--- src/rtl/pong_pkg.sv ---
// Shared encodings for the pong game controller: FSM state codes and serve directions.
package pong_pkg;

    localparam int unsigned GAME_STATE_W = 3;

    typedef enum logic [GAME_STATE_W-1:0] {
        IDLE  = 3'd0,
        SERVE = 3'd1,
        PLAY  = 3'd2,
        POINT = 3'd3,
        OVER  = 3'd4
    } game_state_t;

    localparam logic DIR_LEFT  = 1'b0;
    localparam logic DIR_RIGHT = 1'b1;

endpackage

--- src/rtl/pong_game_ctrl_tick_gen.sv ---
// Ball-step prescaler: one-cycle registered strobe every TICK_DIV cycles, held at zero while cleared.
module tick_gen #(
    parameter int unsigned TICK_DIV = 833333
) (
    input  logic clk,
    input  logic reset,
    input  logic clear,
    output logic tick
);

    localparam int unsigned CNT_W = (TICK_DIV > 1) ? $clog2(TICK_DIV) : 1;

    logic [CNT_W-1:0] count;

    always_ff @(posedge clk or negedge reset) begin
        if (!reset) begin
            count <= '0;
            tick  <= 1'b0;
        end else if (clear) begin
            count <= '0;
            tick  <= 1'b0;
        end else if (count == CNT_W'(TICK_DIV - 1)) begin
            count <= '0;
            tick  <= 1'b1;
        end else begin
            count <= count + CNT_W'(1);
            tick  <= 1'b0;
        end
    end

endmodule

--- src/rtl/pong_game_ctrl.sv ---
// Game sequencer for ball_movement: serve/play/point/over FSM, scoring, and
// tick-aligned bounce and step strobes.
module pong_game_ctrl
    import pong_pkg::*;
#(
    parameter int unsigned TICK_DIV    = 833333,
    parameter int unsigned SERVE_DELAY = 60,
    parameter int unsigned WIN_SCORE   = 7,
    parameter int unsigned SCORE_W     = 4
) (
    input  logic                    clk,
    input  logic                    reset,
    input  logic                    start,
    input  logic                    paddle_collision,
    input  logic                    wall_collision,
    input  logic                    miss_left,
    input  logic                    miss_right,
    output logic                    move_en,
    output logic                    ball_reset,
    output logic                    bounce_x,
    output logic                    bounce_y,
    output logic                    serve_dir,
    output logic [SCORE_W-1:0]      score_l,
    output logic [SCORE_W-1:0]      score_r,
    output logic [GAME_STATE_W-1:0] game_state,
    output logic                    game_over
);

    localparam int unsigned DLY_W = (SERVE_DELAY > 1) ? $clog2(SERVE_DELAY) : 1;

    game_state_t      state;
    logic [DLY_W-1:0] delay_cnt;
    logic             step_pend;
    logic             tick;
    logic             tick_clear;

    assign tick_clear = (state == IDLE) || (state == OVER) || (state == POINT);
    assign game_state = state;

    tick_gen #(
        .TICK_DIV(TICK_DIV)
    ) u_tick_gen (
        .clk  (clk),
        .reset(reset),
        .clear(tick_clear),
        .tick (tick)
    );

    always_ff @(posedge clk or negedge reset) begin
        if (!reset) begin
            state      <= IDLE;
            delay_cnt  <= '0;
            step_pend  <= 1'b0;
            move_en    <= 1'b0;
            ball_reset <= 1'b1;
            bounce_x   <= 1'b0;
            bounce_y   <= 1'b0;
            serve_dir  <= DIR_RIGHT;
            score_l    <= '0;
            score_r    <= '0;
            game_over  <= 1'b0;
        end else begin
            // Bounce pulses lead the step by one cycle so the reversed direction applies to that step.
            move_en   <= step_pend;
            step_pend <= 1'b0;
            bounce_x  <= 1'b0;
            bounce_y  <= 1'b0;

            case (state)
                IDLE, OVER: begin
                    if (start) begin
                        state      <= SERVE;
                        score_l    <= '0;
                        score_r    <= '0;
                        serve_dir  <= DIR_RIGHT;
                        delay_cnt  <= '0;
                        game_over  <= 1'b0;
                        ball_reset <= 1'b1;
                    end
                end
                SERVE: begin
                    if (tick) begin
                        if (delay_cnt == DLY_W'(SERVE_DELAY - 1)) begin
                            delay_cnt  <= '0;
                            state      <= PLAY;
                            ball_reset <= 1'b0;
                        end else begin
                            delay_cnt <= delay_cnt + DLY_W'(1);
                        end
                    end
                end
                PLAY: begin
                    if (tick) begin
                        if (miss_left) begin
                            if (score_r != SCORE_W'(WIN_SCORE))
                                score_r <= score_r + SCORE_W'(1);
                            serve_dir  <= DIR_LEFT;
                            state      <= POINT;
                            ball_reset <= 1'b1;
                        end else if (miss_right) begin
                            if (score_l != SCORE_W'(WIN_SCORE))
                                score_l <= score_l + SCORE_W'(1);
                            serve_dir  <= DIR_RIGHT;
                            state      <= POINT;
                            ball_reset <= 1'b1;
                        end else begin
                            bounce_x  <= paddle_collision;
                            bounce_y  <= wall_collision;
                            step_pend <= 1'b1;
                        end
                    end
                end
                POINT: begin
                    delay_cnt <= '0;
                    if (score_l == SCORE_W'(WIN_SCORE) || score_r == SCORE_W'(WIN_SCORE)) begin
                        state     <= OVER;
                        game_over <= 1'b1;
                    end else begin
                        state <= SERVE;
                    end
                end
                default: begin
                    state      <= IDLE;
                    ball_reset <= 1'b1;
                end
            endcase
        end
    end

endmodule

--- config.mk ---
export PLATFORM = sky130hd
export DESIGN_NAME = pong_game_ctrl
export DESIGN_NICKNAME = d
export VERILOG_FILES = /design/src/rtl/pong_pkg.sv /design/src/rtl/pong_game_ctrl_tick_gen.sv /design/src/rtl/pong_game_ctrl.sv
export SDC_FILE = /design/constraint.sdc
export NUM_CORES = 1
export LEC_CHECK = 0
export CORE_MARGIN = 5
export CORE_UTILIZATION = 56
export DETAILED_ROUTE_END_ITERATION = 7
export GPL_TIMING_DRIVEN = 0
export PLACE_DENSITY = 0.79
export SLEW_MARGIN = 5
export SYNTH_ARGS = -nofsm -noshare
export SYNTH_HDL_FRONTEND = slang
export SYNTH_HIERARCHICAL = 1
export SYNTH_SLANG_ARGS = --single-unit
--- constraint.sdc ---
create_clock -name clk -period 2.6 [get_ports clk]
set_input_delay 0.52 -clock clk [delete_from_list [all_inputs] [get_ports clk]]
set_output_delay 0.52 -clock clk [all_outputs]
set_load 0.1 [all_outputs]
Yosys cells after proc, flatten, opt, wreduce, memory -nomap -nowiden
Index checks and enable logic that the tools add are counted.
{"block": "totals", "word_cells": 105, "ram_bits": 0, "latch_bits": 0, "in_bits": 7, "romBits": 0, "out_inout_bits": 17, "n_memories": 0, "ff_bits": 45}
{"block": "classes", "n_mul": 0, "n_addsub": 4, "n_reduce_logical": 15, "magnitude_cmp": 0, "shifts": 0, "bitwise": 1, "mux": 51, "n_div": 0, "eq_ne": 21}
{"op": "$mux 20", "count": 2}
{"op": "$mux 4", "count": 8}
{"op": "$mux 1", "count": 24}
{"op": "$mux 3", "count": 7}
{"op": "$add 20x1->20 const B", "count": 1}
{"op": "$eq 20x20->1 const B", "count": 1}
{"op": "$mux 6", "count": 3}
{"op": "$pmux 6 s3", "count": 1}
{"op": "$pmux 4 s2", "count": 2}
{"op": "$ne 2x2->1 const B", "count": 7}
{"op": "$pmux 3 s4", "count": 1}
{"op": "$reduce_and 6->1", "count": 2}
{"op": "$reduce_and 5->1", "count": 2}
{"op": "$add 4x1->4 const B", "count": 2}
{"op": "$eq 4x3->1 const B", "count": 2}
{"op": "$ne 4x3->1 const B", "count": 2}
{"op": "$add 6x1->6 const B", "count": 1}
{"op": "$eq 3x2->1 const B", "count": 2}
{"op": "$eq 6x6->1 const B", "count": 1}
{"op": "$ne 2x1->1 const B", "count": 3}
{"op": "$reduce_and 3->1", "count": 2}
{"op": "$pmux 1 s2", "count": 2}
{"op": "$pmux 1 s4", "count": 1}
{"op": "$reduce_and 4->1", "count": 1}
{"op": "other kinds (9)", "count": 12}

Logic depth before layout (Yosys ltp)
Gate-level depths: netlist (run 1).
{"block": "depth", "word_depth": 6, "ltp_mapped": 7, "depth_no_buf": 6}

Hierarchy
Netlist (run 1), hierarchy kept.
{"module": "pong_game_ctrl", "instances": 1, "area_per_inst_um2": 1256.2, "cells_each": 130, "seq_area_each_um2": 603.1}
{"module": "tick_gen", "instances": 1, "area_per_inst_um2": 1106.1, "cells_each": 113, "seq_area_each_um2": 525.5}

Worst setup path after synthesis (run 1)
No wires, ideal clock.
{"block": "synth_timing", "path_kind": "reg-to-reg", "start": "register state[0] (netlist: game_state[0])", "end": "register delay_cnt[5]", "setup_slack_ns": 0.318, "required_ns": 2.522, "n_path_buf": 3, "stages_incl_launch_ff": 8, "synth_period_minus_slack_ns": 2.282, "t_arrival_ns": 2.204, "setup_time_ns": 0.078, "path_cell_list": "dfrtp_1 > buf_6 > or3b_1 > buf_6 > o21a_4 > buf_6 > or3_1 > a21oi_1"}
{"block": "synth_between", "elab_chain_cells": 4, "word_cells_on_any_way": 10, "classes_between": "eq/ne (5); mux (1); reduce/logical (4)"}
{"element": "start: declaration", "line_no": "pong_game_ctrl.sv:31", "source": "game_state_t state;"}
{"element": "start signal: assignment", "line_no": "pong_game_ctrl.sv:51", "source": "state <= IDLE;"}
{"element": "start signal: assignment", "line_no": "pong_game_ctrl.sv:72", "source": "state <= SERVE;"}
{"element": "start signal: assignment", "line_no": "pong_game_ctrl.sv:85", "source": "state <= PLAY;"}
{"element": "$eq 3x3->1 or $logic_not 3->1 (tied branches)", "line_no": "pong_game_ctrl.sv:69", "source": "case (state)"}
{"element": "$reduce_or 2->1", "line_no": "pong_game_ctrl.sv:69"}
{"element": "$ne 2x2->1 (no line) or $reduce_bool 3->1 (tied branches)"}
{"element": "$reduce_and 3->1 (no line)"}
{"element": "end signal: assignment", "line_no": "pong_game_ctrl.sv:88", "source": "delay_cnt <= delay_cnt + DLY_W'(1);"}
{"element": "end: declaration", "line_no": "pong_game_ctrl.sv:32", "source": "logic [DLY_W-1:0] delay_cnt;"}
Parallel ways exist; a longest one is shown, timed or not.
A chain may end at the register's enable or synchronous reset.

Final worst setup path (run 1)
{"block": "layout_timing", "start": "register ball_reset", "end": "output ball_reset"}
{"element": "start: declaration", "line_no": "pong_game_ctrl.sv:19", "source": "output logic ball_reset,"}
{"element": "start signal: assignment", "line_no": "pong_game_ctrl.sv:55", "source": "ball_reset <= 1'b1;"}
{"element": "start signal: assignment", "line_no": "pong_game_ctrl.sv:78", "source": "ball_reset <= 1'b1;"}
{"element": "start signal: assignment", "line_no": "pong_game_ctrl.sv:86", "source": "ball_reset <= 1'b0;"}
No word-level cell between the ends.

==> summary.txt, run 1 <==
Status
  – Status: completed

Yosys
  – Mapped Nets: 255
  – Main synth FF type: dfrtp_1
  – Post-synth ARST share: 1.00
  – Top cells by area, synth: dfrtp_1 46%, nor2_1 4.0%, nand2_1 3.7%
  – Post-synth EDFFs: 0
  – Cell Area, Synth: 2360 sq um
  – Seq cells post-synth: 45
  – Post-synthesis sequential area ratio: 0.478
  – Cell taking the most area after synthesis: dfrtp_1
  – Post-Synthesis Cells: 243
  – Synth unique cells: 50
  – Synth Warn #: 6
  – Share of the synthesized area in the top cell type: 0.456
  – Mean Syn Cell Area: 9.72 sq um

Floorplanning
  – Die X: 75.0 um
  – Total die area: 5620 sq um
  – Initial core utilization: 0.582
  – Number of I/O pins: 24
  – FP Rows: 23
  – Chip height: 75.0 um
  – Core area: 4060 sq um

Final layout
  – Share of layout cells above drive strength 1: 0.0873
  – Final nets: 286
  – # fillers: 303
  – Commonest non-fill, non-tap cell in the layout: dfrtp_1
  – Final Non-Filler Cells: 325
  – Area Overhead vs Synth: 16.5%
  – Diodes inserted: 0
  – Final instance area: 2750 sq um
  – Most frequent cells in the layout: 43 x dfrtp_1, 25 x nor2_1, 23 x nand2_1

Pwr
  – Share of total power in the clock network: 0.276
  – Leak: 0.00119 uW
  – Flop pwr share: 0.561
  – Cell Pwr Density: 545 nW/um^2
  – Sw Share: 0.301
  – Cell Int Power: 1050 uW
  – Comb power frac: 0.163
  – Max VDD drop: 0.000370 V
  – Psw: 451 uW

Clock network
  – CTS buffer count: 5
  – Clock root cell: clkbuf_8
  – Number of post-CTS setup repair buffers: 0
  – Worst-skew pair later-pin latency: 300 ps
  – Post_cts resized: 0
  – Reg clk slew, reported paths: 80 ps
  – CTS max path bufs: 2
  – CTS Sinks: 45
  – CTS tree: built
  – Hold_buf cts: 0
  – H-tree depth: 2

Place
  – Instance area after placement: 2670 sq um
  – Dpl hpwl: 3410 um
  – Gp weighted congestion: 0.819
  – Port Buffers: 23
  – DP Cell Count: 317

Worst setup path
  – Worst-path maximum fanout: 2
  – Crit Path Category: flop to output pin
  – Buffers and inverters on the worst path: 1
  – R2r setup slk: 340 ps
  – Critical Path End Type: output pin
  – Reg-to-Reg Start: u_tick_gen/count[0]$_DFF_PN0_
  – Crit-path cells: clkdlybuf4s50_1
  – Worst path required time: 2080 ps
  – Max incr delay on CP: 1140 ps
  – Critical-path top delay cell: clkdlybuf4s50_1
  – CP delay by family, top: buffers and inverters
  – R2r endpoint: u_tick_gen/count[12]$_DFF_PN0_
  – Data arrival, critical path: 1970 ps
  – Reg2Reg Depth: 7
  – Setup crit start kind: flop

Timing
  – Tmin final: 2490 ps
  – Fmax: 0.401 GHz
  – Worst-case clock skew: 2.77 ps
  – Worst slew pin tran: 982 ps
  – Slew headroom: 0.343
  – Final Cycle Share: 0.958
  – Fin. Hold Viols: 0
  – RSZ-0062 raised after global routing: false
  – # setup viols final: 0
  – Slew Limit Fails: 0

Route
  – ANT nets after route: 0
  – Vias/cell: 5.82
  – Vias post-DR: 1890
  – Drt drc: 0
  – Wirelength per Cell: 14.2 um
  – Initial DRC Count: 123
  – Total Wirelength: 4610 um
  – DR pass1 iterations: 4

Global routing
  – GRT Util Overall: 0.186
  – Vias in the first global route: 1725
  – Initial antenna violation count: 0
  – GRT overflow: 0
  – First-pass GRT wire length: 7960 um
  – Largest net degree at the start of global routing: 33

Min path
  – Min-delay worst type: input port to asynchronous set/reset pin

Run
  – MaxCap Viol Count: 0
==> power groups by stage <==
stage	clock network [uW]	logic, uW	registers, uW
floorplan	0	152	867
global placement	0	237	850
detailed placement	0	247	854
CTS	431	250	840
global route	465	278	853
finish	414	245	841
==> layout make-up <==
class                      count  area [sq um]  share of cell area
buffer                         9          66.3              0.0241
clock buffer                   6          72.6              0.0264
clock inverter                 2          10.0             0.00364
inverter                      12          45.0              0.0164
multi-input combinational    177          1120               0.408
sequential                    45          1130               0.410
tap                           50          62.6              0.0227
timing repair buffer          24           245              0.0891
==> cells by family after synthesis <==
family | synth area share
simple gates | 0.274
flops | 0.478
compound gates | 0.110
buf+inv | 0.0471
xor+xnor | 0.0482
fa+ha+maj | 0.0265
mux | 0.0169
==> synthesized netlist by cell type, drive strengths merged (5+ instances only) <==
cell type,number
dfrtp,43
nor2,25
nand2,23
nand3,13
a21oi,12
inv,12
o21ai,12
xnor2,9
and3,7
nand4,6
or3,6
buf,5
ha,5
or4,5
==> worst max path at each step <==
stage                               from  depth (start not counted)  slack, ps                       endpoint
6_report          ball_reset$_DFFE_PN1P_                          1        110                     ball_reset
5_1_grt           ball_reset$_DFFE_PN1P_                          1         60                     ball_reset
4_1_cts           ball_reset$_DFFE_PN1P_                          1         90                     ball_reset
3_5_place_dp                   miss_left                          5        200         score_l[2]$_DFFE_PN0P_
3_3_place_gp                       reset                          1       -210  u_tick_gen/count[3]$_DFF_PN0_
2_1_floorplan  game_state[0]$_DFFE_PN0P_                          7        320       delay_cnt[5]$_DFFE_PN0P_
==> per-stage QoR <==
step | power [uW] | setup TNS, ps | setup slack (ps) | hold WS, ps | util
floorplan | 1020 | 0 | 318 | 224 | -
CTS | 1520 | 0 | 94.2 | 119 | 0.678
finish | 1500 | 0 | 108 | 119 | 0.678
global placement | 1090 | -8910 | -209 | 333 | 0.654
global route | 1600 | 0 | 63.2 | 134 | 0.678
detailed placement | 1100 | 0 | 204 | 337 | 0.658
==> sequential cells by signal (all words and copies together), names as in the netlist, 3 cells and up <==
| signal | cells |
|---|---|
| u_tick_gen/count | 20 |
| score_l | 4 |
| game_state | 3 |
| delay_cnt | 6 |
| score_r | 4 |
==> layer usage <==
metal  part of all wire  wire (um)  track usage
met1               0.49       2280        0.255
met2               0.45       2070        0.288
met3              0.040        185       0.0414
met4              0.016         75       0.0711
met5                  0          0            0
(Power assumes the default switching activity.)
==> inputs of run 2 (changes only) <==
--- a/config.mk
+++ b/config.mk
@@ -10,6 +10,7 @@
 export DETAILED_ROUTE_END_ITERATION = 7
 export GPL_TIMING_DRIVEN = 0
 export PLACE_DENSITY = 0.79
+export SKIP_CTS_REPAIR_TIMING = 1
 export SLEW_MARGIN = 5
 export SYNTH_ARGS = -nofsm -noshare
 export SYNTH_HDL_FRONTEND = slang
==> results of run 2 <==
Same layout as run 1: the final DEF is identical, and so are final timing and power.
==> inputs of run 3 (changes only) <==
--- a/config.mk
+++ b/config.mk
@@ -9,7 +9,7 @@
 export CORE_UTILIZATION = 56
 export DETAILED_ROUTE_END_ITERATION = 7
 export GPL_TIMING_DRIVEN = 0
-export PLACE_DENSITY = 0.79
+export PLACE_DENSITY = 0.87
 export SKIP_CTS_REPAIR_TIMING = 1
 export SLEW_MARGIN = 5
 export SYNTH_ARGS = -nofsm -noshare
==> summary.txt, run 3 (same netlist as run 1, synthesis figures left out) <==
Status
  – Status: completed

Worst setup path
  – Buffers and inverters on the worst path: 1 (unchanged)
  – Worst-path maximum fanout: 2 (unchanged)
  – Crit Path Category: flop to output pin
  – Setup crit start kind: flop
  – Stages on worst setup path: 1 (unchanged)
  – Reg2Reg Depth: 7 (unchanged)
  – Worst path required time: 2080 ps (about the same)
  – Critical-path top delay cell: clkdlybuf4s50_1
  – Max incr delay on CP: 1130 ps (about the same)
  – CP delay by family, top: buffers and inverters
  – Critical Path End Type: output pin
  – Data arrival, critical path: 1960 ps (about the same)
  – Crit-path cells: clkdlybuf4s50_1

Global routing
  – Initial antenna violation count: 0 (unchanged)
  – Largest net degree at the start of global routing: 26 (-21%)
  – GRT Util Overall: 0.195 (+0.00927)
  – First-pass GRT wire length: 8490 um (+6.7%)
  – Vias in the first global route: 1844 (+6.9%)
  – GRT overflow: 0 (unchanged)

Final layout
  – Commonest non-fill, non-tap cell in the layout: dfrtp_1
  – # fillers: 323 (+6.6%)
  – Final nets: 286 (unchanged)
  – Final instance area: 2780 sq um (+0.95%)
  – Most frequent cells in the layout: 43 x dfrtp_1, 25 x nor2_1, 23 x nand2_1
  – Largest regs: u_tick_gen/count: 20 flops, delay_cnt: 6 flops
  – Post-Route Utilization: 0.685 (+0.00648)
  – Most flops, register: u_tick_gen/count
  – Max FFs per register: 20 (unchanged)
  – Share of layout cells above drive strength 1: 0.0909 (+0.00364)
  – Diodes inserted: 0 (unchanged)
  – Area Overhead vs Synth: 17.6%

Clock network
  – CTS tree: built
  – CTS buffer count: 5 (unchanged)
  – CTS max path bufs: 2 (unchanged)
  – CTS Sinks: 45 (unchanged)
  – Clock root cell: clkbuf_8
  – H-tree depth: 2 (unchanged)
  – Worst-skew pair later-pin latency: 290 ps (about the same)
  – Reg clk slew, reported paths: 80 ps (about the same)

Route
  – WL met3: 170 um (-8.1%)
  – Drt drc: 0 (unchanged)
  – Wirelength per Cell: 14.4 um (+1.7%)
  – Vias/cell: 5.78 (-0.63%)
  – Total Wirelength: 4690 um (+1.7%)
  – Vias post-DR: 1878 (-0.63%)
  – Uppermost layer routed: met4
  – DR pass1 iterations: 4 (unchanged)
  – WL met1: 2120 um (-7.0%)
  – Initial DRC Count: 135 (+9.8%)
  – ANT nets after route: 0 (unchanged)
  – WL met2: 2340 um (+13%)

Timing
  – Slew Limit Fails: 0 (unchanged)
  – Final Cycle Share: 0.955 (-0.00325)
  – TNS Setup: 0 ps (unchanged)
  – Slew headroom: 0.340 (-0.00348)
  – Worst slew pin tran: 988 ps (+5.20 ps)
  – # setup viols final: 0 (unchanged)
  – Final worst-path setup slack: 117 ps (+8.45 ps)
  – Fin. Hold Viols: 0 (unchanged)
  – Fin Hold WS: 184 ps (+65.6 ps)
  – Tmin final: 2480 ps (-8.45 ps)
  – Worst-case clock skew: 6.55 ps (+3.79 ps)
  – Fmax: 0.403 GHz (+0.34%)
  – RSZ-0062 raised after global routing: false

Floorplanning
  – Die X: 75.0 um (unchanged)
  – Chip height: 75.0 um (unchanged)
  – Number of I/O pins: 24 (unchanged)
  – Initial core utilization: 0.582 (unchanged)
  – Total die area: 5620 sq um (unchanged)
  – Core area: 4060 sq um (unchanged)
  – FP Rows: 23 (unchanged)

Place
  – Instance area after placement: 2680 sq um (+0.28%)
  – Pre-CTS setup slack: 164 ps (-40.6 ps)
  – Port Buffers: 23 (unchanged)
  – Dpl hpwl: 3470 um (+1.6%)
  – Gp weighted congestion: 0.846 (+3.3%)

Pwr
  – Cell Pwr Density: 560 nW/um^2 (+2.8%)
  – Leak: 0.00121 uW (+1.1%)
  – Max VDD drop: 0.000347 V (-6.2%)

Min path
  – Min-delay worst type: input port to asynchronous set/reset pin

Run
  – MaxCap Viol Count: 0 (unchanged)
## run 3: area by class of cell
class / instances / area (sq um) / share of cell area
Sequential cell: 45 / 1130 / 0.406
Multi-Input combinational cell: 177 / 1120 / 0.404
Timing Repair Buffer: 24 / 253 / 0.0909
Clock buffer: 7 / 96.3 / 0.0347
Buffer: 9 / 66.3 / 0.0239
Tap cell: 50 / 62.6 / 0.0225
Inverter: 12 / 45.0 / 0.0162
Clock inverter: 1 / 5.00 / 0.00180
## run 3: layer usage
metal | vias to the layer above | track usage
met5 | - | 0
met4 | 0 | 0.0573
met3 | 6 | 0.0414
met2 | 32 | 0.326
met1 | 922 | 0.256
li1 | 918 | -
## run 3: path summary, 6_finish.rpt
check                                         startpoint  slack (ps)                            end
setup / recovery                  ball_reset$_DFFE_PN1P_         120                     ball_reset
hold / removal                                     reset         180              move_en$_DFF_PN0_
setup reg to reg           u_tick_gen/count[0]$_DFF_PN0_         460  u_tick_gen/count[0]$_DFF_PN0_
hold reg to reg                      step_pend$_DFF_PN0_         350              move_en$_DFF_PN0_
max in group asynchronous                          reset        1850         ball_reset$_DFFE_PN1P_
min in group clk                     step_pend$_DFF_PN0_         350              move_en$_DFF_PN0_
## run 3: per-stage QoR
stage | cells | power, uW
finish | 325 | 1560
global route | 325 | 1650
CTS | 325 | 1570
detailed placement | 317 | 1110
global placement | 316 | 1090
floorplan | 243 | 1020
## run 3: where the power goes
part           internal [uW]  switching, uW  total (uW)  leakage [uW]
combinational            100            149         249      0.000554
clock                    240            226         466     0.0000542
sequential               764           77.5         842      0.000598
total                   1100            453        1560       0.00121
